--- config.mk ---
export PLATFORM = sky130hd
export DESIGN_NAME = mc_controller
export DESIGN_NICKNAME = d
export VERILOG_FILES = /design/src/rtl/mc_controller.sv
export SDC_FILE = /design/constraint.sdc
export NUM_CORES = 1
export LEC_CHECK = 0
export CAP_MARGIN = 20
export CORE_MARGIN = 2
export CORE_UTILIZATION = 37
export DETAILED_ROUTE_END_ITERATION = 12
export GPL_ROUTABILITY_DRIVEN = 0
export PLACE_DENSITY = 0.91
export SLEW_MARGIN = 20
export SYNTH_ARGS = -nofsm -noshare
export SYNTH_HDL_FRONTEND = slang
export SYNTH_SLANG_ARGS = --single-unit
--- constraint.sdc ---
create_clock -name clk -period 4.9 [get_ports clk]
set_input_delay 1.47 -clock clk [delete_from_list [all_inputs] [get_ports clk]]
set_output_delay 1.47 -clock clk [all_outputs]
set_load 0.005 [all_outputs]
--- src/rtl/mc_controller.sv ---
// Multicycle MIPS-subset control unit: a Moore FSM that sequences fetch, decode,
// execute, memory and writeback, plus a combinational PC-load enable for branches.
module mc_controller (
  input  logic       clk,
  input  logic       reset,
  input  logic [5:0] op,
  input  logic [5:0] funct,
  input  logic       zero,
  output logic       pc_en,
  output logic       i_or_d,
  output logic       mem_write,
  output logic       ir_write,
  output logic       reg_dst,
  output logic       mem_to_reg,
  output logic       reg_write,
  output logic       alu_src_a,
  output logic [1:0] alu_src_b,
  output logic [2:0] alu_control,
  output logic [1:0] pc_src,
  output logic       illegal_op,
  output logic [3:0] state
);

  typedef enum logic [3:0] {
    S_FETCH   = 4'd0,
    S_DECODE  = 4'd1,
    S_MEMADR  = 4'd2,
    S_MEMRD   = 4'd3,
    S_MEMWB   = 4'd4,
    S_MEMWR   = 4'd5,
    S_RTYPEEX = 4'd6,
    S_ALUWB   = 4'd7,
    S_BRANCH  = 4'd8,
    S_ADDIEX  = 4'd9,
    S_ADDIWB  = 4'd10,
    S_JUMP    = 4'd11
  } state_t;

  localparam logic [5:0] OP_RTYPE = 6'b000000;
  localparam logic [5:0] OP_LW    = 6'b100011;
  localparam logic [5:0] OP_SW    = 6'b101011;
  localparam logic [5:0] OP_BEQ   = 6'b000100;
  localparam logic [5:0] OP_BNE   = 6'b000101;
  localparam logic [5:0] OP_ADDI  = 6'b001000;
  localparam logic [5:0] OP_J     = 6'b000010;

  localparam logic [2:0] ALU_ADD = 3'b010;
  localparam logic [2:0] ALU_SUB = 3'b110;
  localparam logic [2:0] ALU_AND = 3'b000;
  localparam logic [2:0] ALU_OR  = 3'b001;
  localparam logic [2:0] ALU_SLT = 3'b111;
  localparam logic [2:0] ALU_NOR = 3'b011;

  // Unknown function codes fall back to add so the datapath stays benign.
  function automatic logic [2:0] funct_to_alu(input logic [5:0] f);
    case (f)
      6'b100000: funct_to_alu = ALU_ADD;
      6'b100010: funct_to_alu = ALU_SUB;
      6'b100100: funct_to_alu = ALU_AND;
      6'b100101: funct_to_alu = ALU_OR;
      6'b101010: funct_to_alu = ALU_SLT;
      6'b100111: funct_to_alu = ALU_NOR;
      default:   funct_to_alu = ALU_ADD;
    endcase
  endfunction

  state_t state_q, state_d;

  logic pc_write_raw;
  logic ir_write_raw;
  logic reg_write_raw;
  logic mem_write_raw;
  logic branch_take;

  always_ff @(posedge clk) begin
    if (reset) state_q <= S_FETCH;
    else       state_q <= state_d;
  end

  always_comb begin
    state_d       = S_FETCH;
    pc_write_raw  = 1'b0;
    ir_write_raw  = 1'b0;
    reg_write_raw = 1'b0;
    mem_write_raw = 1'b0;
    i_or_d        = 1'b0;
    reg_dst       = 1'b0;
    mem_to_reg    = 1'b0;
    alu_src_a     = 1'b0;
    alu_src_b     = 2'b00;
    alu_control   = ALU_ADD;
    pc_src        = 2'b00;
    illegal_op    = 1'b0;

    case (state_q)
      S_FETCH: begin
        ir_write_raw = 1'b1;
        pc_write_raw = 1'b1;
        alu_src_b    = 2'b01;
        state_d      = S_DECODE;
      end
      S_DECODE: begin
        alu_src_b = 2'b11;
        case (op)
          OP_LW, OP_SW:   state_d = S_MEMADR;
          OP_RTYPE:       state_d = S_RTYPEEX;
          OP_BEQ, OP_BNE: state_d = S_BRANCH;
          OP_ADDI:        state_d = S_ADDIEX;
          OP_J:           state_d = S_JUMP;
          default: begin
            state_d    = S_FETCH;
            illegal_op = 1'b1;
          end
        endcase
      end
      S_MEMADR: begin
        alu_src_a = 1'b1;
        alu_src_b = 2'b10;
        if (op == OP_LW)      state_d = S_MEMRD;
        else if (op == OP_SW) state_d = S_MEMWR;
        else                  state_d = S_FETCH;
      end
      S_MEMRD: begin
        i_or_d  = 1'b1;
        state_d = S_MEMWB;
      end
      S_MEMWB: begin
        mem_to_reg    = 1'b1;
        reg_write_raw = 1'b1;
      end
      S_MEMWR: begin
        i_or_d        = 1'b1;
        mem_write_raw = 1'b1;
      end
      S_RTYPEEX: begin
        alu_src_a   = 1'b1;
        alu_control = funct_to_alu(funct);
        state_d     = S_ALUWB;
      end
      S_ALUWB: begin
        reg_dst       = 1'b1;
        reg_write_raw = 1'b1;
      end
      S_BRANCH: begin
        alu_src_a   = 1'b1;
        alu_control = ALU_SUB;
        pc_src      = 2'b01;
      end
      S_ADDIEX: begin
        alu_src_a = 1'b1;
        alu_src_b = 2'b10;
        state_d   = S_ADDIWB;
      end
      S_ADDIWB: begin
        reg_write_raw = 1'b1;
      end
      S_JUMP: begin
        pc_src       = 2'b10;
        pc_write_raw = 1'b1;
      end
      // Encodings 12-15 are unreachable; park every output at zero and recover.
      default: begin
        alu_control = 3'b000;
        state_d     = S_FETCH;
      end
    endcase
  end

  // The branch decision uses the live zero flag, so pc_en is not purely Moore.
  assign branch_take = (state_q == S_BRANCH) &&
                       (((op == OP_BEQ) && zero) || ((op == OP_BNE) && !zero));

  assign pc_en     = !reset && (pc_write_raw || branch_take);
  assign ir_write  = !reset && ir_write_raw;
  assign reg_write = !reset && reg_write_raw;
  assign mem_write = !reset && mem_write_raw;
  assign state     = state_q;

endmodule

==> key figures, run 1 <==
Worst hold path
  • Min-Delay Startpoint: state[0]
  • Hold crit path type: reg -> reg

Clocking
  • H-Tree Depth: 1
  • CTS root buf: clkbuf_4
  • Worst-path clk slew: 0.04 ns
  • Clock Sinks: 4
  • Resized Gates After CTS: 0
  • Hold buffer count at cts: 0
  • Worst-Skew Late Latency: 0.23 ns
  • TritonCTS Buffers: 3
  • TritonCTS clock tree: yes
  • CTS max path bufs: 2
  • Post-CTS setup buffers: 0

Logic synthesis
  • Syn avg cell area: 6.48 µm²
  • Post-Synth Simple-Gate Area: between 40% and 50%
  • Synthesized area: 512 µm²
  • Synthesized netlist cell count: 79
  • Seq/Total Area, Yosys: 15.6%
  • Net Count, Synth: 94
  • Largest family of logic cells by synthesized area: simple AND/OR/NAND/NOR gates
  • Share of the synthesized area in the top cell type: 15.6%
  • Post-synthesis adder-cell area fraction: 0%
  • Cell variety after synth: 29
  • Post-synthesis compound-gate area fraction: around 30%
  • Largest cells by area after synthesis: dfxtp_1 (16%), nor2_1 (8.1%), nand2b_1 (6.1%)
  • Flops & latches, synth: 4
  • Post-Synth XOR/XNOR Area: 5.13%
  • Leading area contributor after synthesis: dfxtp_1
  • Ys Warns: 0
  • Mux share of post-synthesis cell area: 0%

Final layout
  • Nets: approximately 130
  • Share of cells above drive strength 1: ~6%
  • Area Overhead vs Synth: 76.0%
  • Largest register FFs: 4
  • Most frequent cells in the layout: clkdlybuf4s50_1 (34), nor2_1 (11), nand2_1 (8), nor3_1 (6)
  • Antenna Cells: 0
  • Post-route insts no fill: 130
  • Most common cell after layout, fill and taps aside: clkdlybuf4s50_1

Power and ir drop
  • Internal Pwr Total: 0.0887 mW
  • Switching share of power: 26.9%
  • Peak supply drop: 59.3 µV
  • Combinational share of power: 36.7%
  • Clk pwr share: 32.5%
  • Leakage power total: between 0.3 and 0.4 nW
  • Switching power total: approximately 0.033 mW
  • PwrDens: 135 mW/mm²
  • Seq pwr share: 30.8%

Status
  • Outcome: finished clean

Setup path
  • WS Path Type: in -> out
  • CP Launch Type: input pin
  • Critical path launch point: op[2]
  • Setup slack, reg-to-reg: approximately 3 ns
  • Critical Path AT: 3.30 ns
  • CP endpoint kind: output port
  • Critical Path RT: 3.43 ns
  • R2R Path Start: state[1]
  • CP Max Fanout: 4

Global route
  • Pin count of the biggest net entering global routing: 14
  • Vias in the first global route: 628
  • First-pass GRT wire length: 2.33 mm
  • Antenna violations before repair: 0
  • GRT Util Overall: 20.0%
  • Grt total ovfl: 0

Detailed routing
  • Post-Route WL: 1.63 mm
  • Antenna Violating Nets Remaining: 0
  • Routed via count: 751
  • DRT iter0 DRCs: 16
  • Drt via density: 5.78
  • Pre-antenna DRT Iters: 4
  • Drt wl/cell: 12.5 µm
  • Drc violations: 0

Timing
  • F_max: between 200 and 250 MHz
  • Worst-margin pin slew: approximately 0.42 ns
  • RSZ-0062 raised after global routing: false
  • Setup violations, final: 0
  • Setup Skew: approximately 0.0014 ns
  • Hold Vio Cnt, Final: 0
  • Fin crit period: 4.77 ns
  • Setup TNS: 0 ns
  • Pins Over Slew Limit: 0
  • Worst Setup Slack, final: approximately 0.13 ns
  • Rel. slew slack: slightly above 70%
  • Tcrit/Tclk final: 97.3%

Placed design
  • Dpl ws: 0.126 ns
  • IO buf count: 34
  • DP Cell Count: 127
  • Post-DP HPWL: approximately 1.3 mm

Die
  • Die area: between 0.0015 and 0.002 mm²
  • Initial core utilization: 39.3%
  • # IOs: 35
  • Core Area: 0.00130 mm²
  • Die Ht: 41.2 µm
  • Row count: 13
  • Width of the die: 41.2 µm

Job
  • Max-Cap Viols: 0
==> final timing paths <==
| check | end | cells after the start |
|---|---|---|
| worst max-delay path | illegal_op | 5 |
| worst min-delay path | state[3] | 2 |
| worst max register to register | state[2] | 4 |
| worst min register to register | state[3] | 2 |
==> through the flow <==
stage	area [µm²]	util (%)	hold WS (ns)	total power, mW
2_1_floorplan	512	-	0.660	0.0522
3_3_place_gp	878	67.5	0.646	0.0811
3_5_place_dp	878	67.5	0.633	0.0820
4_1_cts	901	69.2	0.636	0.123
5_1_grt	901	69.2	0.688	0.128
6_report	901	69.2	0.644	0.121
==> power by group through the flow <==
stage	sequential, mW	clock (mW)	combinational (mW)
CTS	0.0372	0.0409	0.0447
global route	0.0375	0.0419	0.0487
finish	0.0374	0.0393	0.0445
floorplan	0.0352	0	0.0170
global placement	0.0376	0	0.0435
detailed placement	0.0377	0	0.0443
==> cell type report <==
| type | instances | area (µm²) |
|---|---|---|
| fill | 129 | 400 |
| clock buffer | 3 | 22.5 |
| inverter | 3 | 11.3 |
| sequential | 4 | 80.1 |
| timing repair buffer | 37 | 363 |
| tap | 15 | 18.8 |
| multi-input combinational | 68 | 405 |
==> cells by family after synthesis <==
group,Yosys count
AO/OA/AOI/OAI,22
XOR/XNOR,3
buffers and inverters,7
flip-flops,4
AND/OR/NAND/NOR,43
==> per-layer routing <==
metal | vias to the layer above | part of all wire [%] | GRT usage [%]
met4 | 0 | 0.12 | 6.45
met2 | 44 | 51 | 41.0
li1 | 369 | - | -
met5 | - | 0 | 0
met3 | 2 | 9.8 | 0.543
met1 | 336 | 39 | 21.2
==> worst max-delay path, stage by stage <==
cell and delay (ns):
clkdlybuf4s50_1 0.45, or3_1 0.38, a2111o_1 0.44, o311a_1 0.12, clkdlybuf4s50_1 0.44
==> cell usage after synthesis <==
cell	count
o21ai_0	2
nand3_1	1
a2111o_1	1
xnor2_1	1
o311a_1	1
or4_4	1
o211ai_1	1
o21a_1	2
nor3b_1	2
o21bai_1	3
nor2b_1	3
a211oi_1	3
or4_1	1
inv_1	3
or3_1	2
xor2_1	2
dfxtp_1	4
nor3_1	6
nand2b_1	5
nor2_1	11
a41oi_1	1
nor4_1	1
or4b_1	1
a31oi_1	2
clkbuf_1	4
nand2_1	8
a32oi_1	1
and3_1	1
a21oi_1	5
Note: power is estimated with default switching activity, not from simulation.
==> run 2, diff against run 1 <==
--- a/config.mk
+++ b/config.mk
@@ -11,6 +11,7 @@
 export DETAILED_ROUTE_END_ITERATION = 12
 export GPL_ROUTABILITY_DRIVEN = 0
 export PLACE_DENSITY = 0.91
+export SETUP_SLACK_MARGIN = 0.1
 export SLEW_MARGIN = 20
 export SYNTH_ARGS = -nofsm -noshare
 export SYNTH_HDL_FRONTEND = slang
==> key figures, run 2 (synthesis gave the netlist of run 1 again) <==
Detailed routing
  • Pre-antenna DRT Iters: 4 (unchanged)
  • Antenna Violating Nets Remaining: 0 (unchanged)
  • Drc violations: 0 (unchanged)
  • Post-Route WL: 1.64 mm (was 1.63 mm)
  • Routed via count: 753 (was 751)
  • Drt via density: 5.75 (was 5.78)
  • Drt wl/cell: 12.5 µm (about the same)
  • DRT iter0 DRCs: 13 (was 16)

Clocking
  • CTS max path bufs: 2 (unchanged)
  • CTS root buf: clkbuf_4 (unchanged)
  • Worst-Skew Late Latency: 0.23 ns (about the same)
  • Hold buffer count at cts: 0 (unchanged)
  • H-Tree Depth: 1 (unchanged)
  • Worst-path clk slew: 0.04 ns (about the same)
  • TritonCTS Buffers: 3 (unchanged)
  • Clock Sinks: 4 (unchanged)
  • TritonCTS clock tree: yes (unchanged)

Setup path
  • Setup slack, reg-to-reg: 3.08 ns (was 3.07 ns)
  • R2R Path End: state[2] (unchanged)
  • WS Path Type: in -> out (unchanged)
  • Critical Path AT: 3.28 ns (was 3.30 ns)
  • Critical Path RT: 3.43 ns (about the same)
  • CP Launch Type: input pin (unchanged)
  • R2R depth: 4 (unchanged)
  • CP Max Fanout: 4 (unchanged)
  • CP endpoint kind: output port (unchanged)
  • R2R Path Start: state[1] (unchanged)

Worst hold path
  • Hold crit path type: reg -> reg (unchanged)
  • Hold Path Cell Cnt: 2 (unchanged)
  • Min-Delay Startpoint: state[0] (unchanged)
  • Hold Path Sink: state[3] (unchanged)

Placed design
  • IO buf count: 34 (unchanged)
  • Placed Area: 878 µm² (unchanged)
  • Post-DP HPWL: 1.26 mm (unchanged)

Final layout
  • Area Overhead vs Synth: 78.0% (was 76.0%)
  • Most frequent cells in the layout: clkdlybuf4s50_1 (34), nor2_1 (11), nand2_1 (8), nor3_1 (6) (unchanged)
  • Storage cell area: 80.1 µm² (unchanged)
  • Layout Cell Area excl Fill: 911 µm² (was 901 µm²)
  • Nets: 133 (was 132)
  • Largest register FFs: 4 (unchanged)
  • Fin util: 70.0% (was 69.2%)
  • Share of cells above drive strength 1: 7.76% (was 6.09%)
  • Most common cell after layout, fill and taps aside: clkdlybuf4s50_1 (unchanged)
  • Multi-input logic area: 408 µm² (was 405 µm²)
  • Fill count: 126 (was 129)
  • Antenna Cells: 0 (unchanged)

Global route
  • GRT Util Overall: 20.0% (unchanged)
  • Grt total ovfl: 0 (unchanged)
  • Antenna violations before repair: 0 (unchanged)
  • Pin count of the biggest net entering global routing: 14 (unchanged)
  • First-pass GRT wire length: 2.33 mm (unchanged)
  • Vias in the first global route: 628 (unchanged)

Timing
  • Rel. slew slack: 71.4% (was 71.8%)
  • Setup violations, final: 0 (unchanged)
  • Setup TNS: 0 ns (unchanged)
  • RSZ-0062 raised after global routing: false (unchanged)
  • Worst-margin pin slew: 0.429 ns (was 0.423 ns)
  • Hold_ws: 0.648 ns (was 0.644 ns)
  • F_max: 211 MHz (was 210 MHz)
  • Hold Vio Cnt, Final: 0 (unchanged)
  • Fin crit period: 4.75 ns (was 4.77 ns)
  • Setup Skew: 0.00146 ns (was 0.00144 ns)
  • Tcrit/Tclk final: 96.9% (was 97.3%)
  • Pins Over Slew Limit: 0 (unchanged)

Die
  • Die Ht: 41.2 µm (unchanged)
  • Core Area: 0.00130 mm² (unchanged)
  • Initial core utilization: 39.3% (unchanged)
  • Die area: 0.00170 mm² (unchanged)
  • Width of the die: 41.2 µm (unchanged)
  • Row count: 13 (unchanged)
  • # IOs: 35 (unchanged)

Status
  • Outcome: finished clean (unchanged)

Power and ir drop
  • Leakage power total: 0.322 nW (was 0.317 nW)
  • Peak supply drop: 59.2 µV (was 59.3 µV)
  • PwrDens: 134 mW/mm² (was 135 mW/mm²)

Job
  • Max-Cap Viols: 0 (unchanged)
==> run 2: cell count changes in the layout (fill, tap and decap cells not counted) <==
cell and delta:
buf_4 +1, nor2b_1 -1, nor2b_2 +1
==> run 2: critical path, stage by stage <==
cell             delay, ns
clkdlybuf4s50_1       0.47
or3_1                 0.39
a2111o_1              0.39
o311a_1               0.12
clkdlybuf4s50_1       0.44
==> run 2: report_power, final <==
part,switching (mW),internal (mW)
Clock,0.0121,0.0273
Sequential,0.00350,0.0339
Combinational,0.0173,0.0280
==> run 2: layout make-up <==
class	count	area share, %
clock buffers	3	2.47
well taps	15	2.06
inverters	3	1.24
flip-flops and latches	4	8.79
multi-input cells	68	44.8
repair buffers	38	40.7
==> run 2: repair_timing <==
action,in CTS,in global routing
setup buffers,0,1
resized for setup,0,1
setup endpoints to repair,0,1
==> run 2: worst max path at each step <==
stage / startpoint / end / slack (ns) / cells after the start
global placement: op[2] / illegal_op / 0.17 / 5
floorplan: op[0] / illegal_op / 1.04 / 3
CTS: op[2] / illegal_op / 0.12 / 5
finish: op[2] / illegal_op / 0.15 / 5
global route: op[2] / illegal_op / 0.11 / 5
detailed placement: op[2] / illegal_op / 0.13 / 5
==> run 2: metrics by stage <==
step                power [mW]  cells  setup WS (ns)
global route             0.129    131          0.108
finish                   0.122    131          0.152
detailed placement      0.0820    127          0.126
CTS                      0.123    130          0.118
floorplan               0.0522     79           1.04
global placement        0.0811    127          0.168
==> run 2: metal layers <==
metal | global-route usage (%) | vias to the layer above | routed length, µm
met5 | 0 | - | 0
met2 | 41.0 | 38 | 847
met3 | 0.543 | 0 | 143
met4 | 6.45 | 0 | 0
met1 | 21.2 | 343 | 649
li1 | - | 372 | -
==> run 3, diff against run 2 <==
--- a/config.mk
+++ b/config.mk
@@ -11,8 +11,7 @@
 export DETAILED_ROUTE_END_ITERATION = 12
 export GPL_ROUTABILITY_DRIVEN = 0
 export PLACE_DENSITY = 0.91
-export SETUP_SLACK_MARGIN = 0.1
-export SLEW_MARGIN = 20
+export SLEW_MARGIN = 5
 export SYNTH_ARGS = -nofsm -noshare
 export SYNTH_HDL_FRONTEND = slang
 export SYNTH_SLANG_ARGS = --single-unit
==> results of run 3 <==
No change in the layout: final DEF, timing and power equal those of run 1.
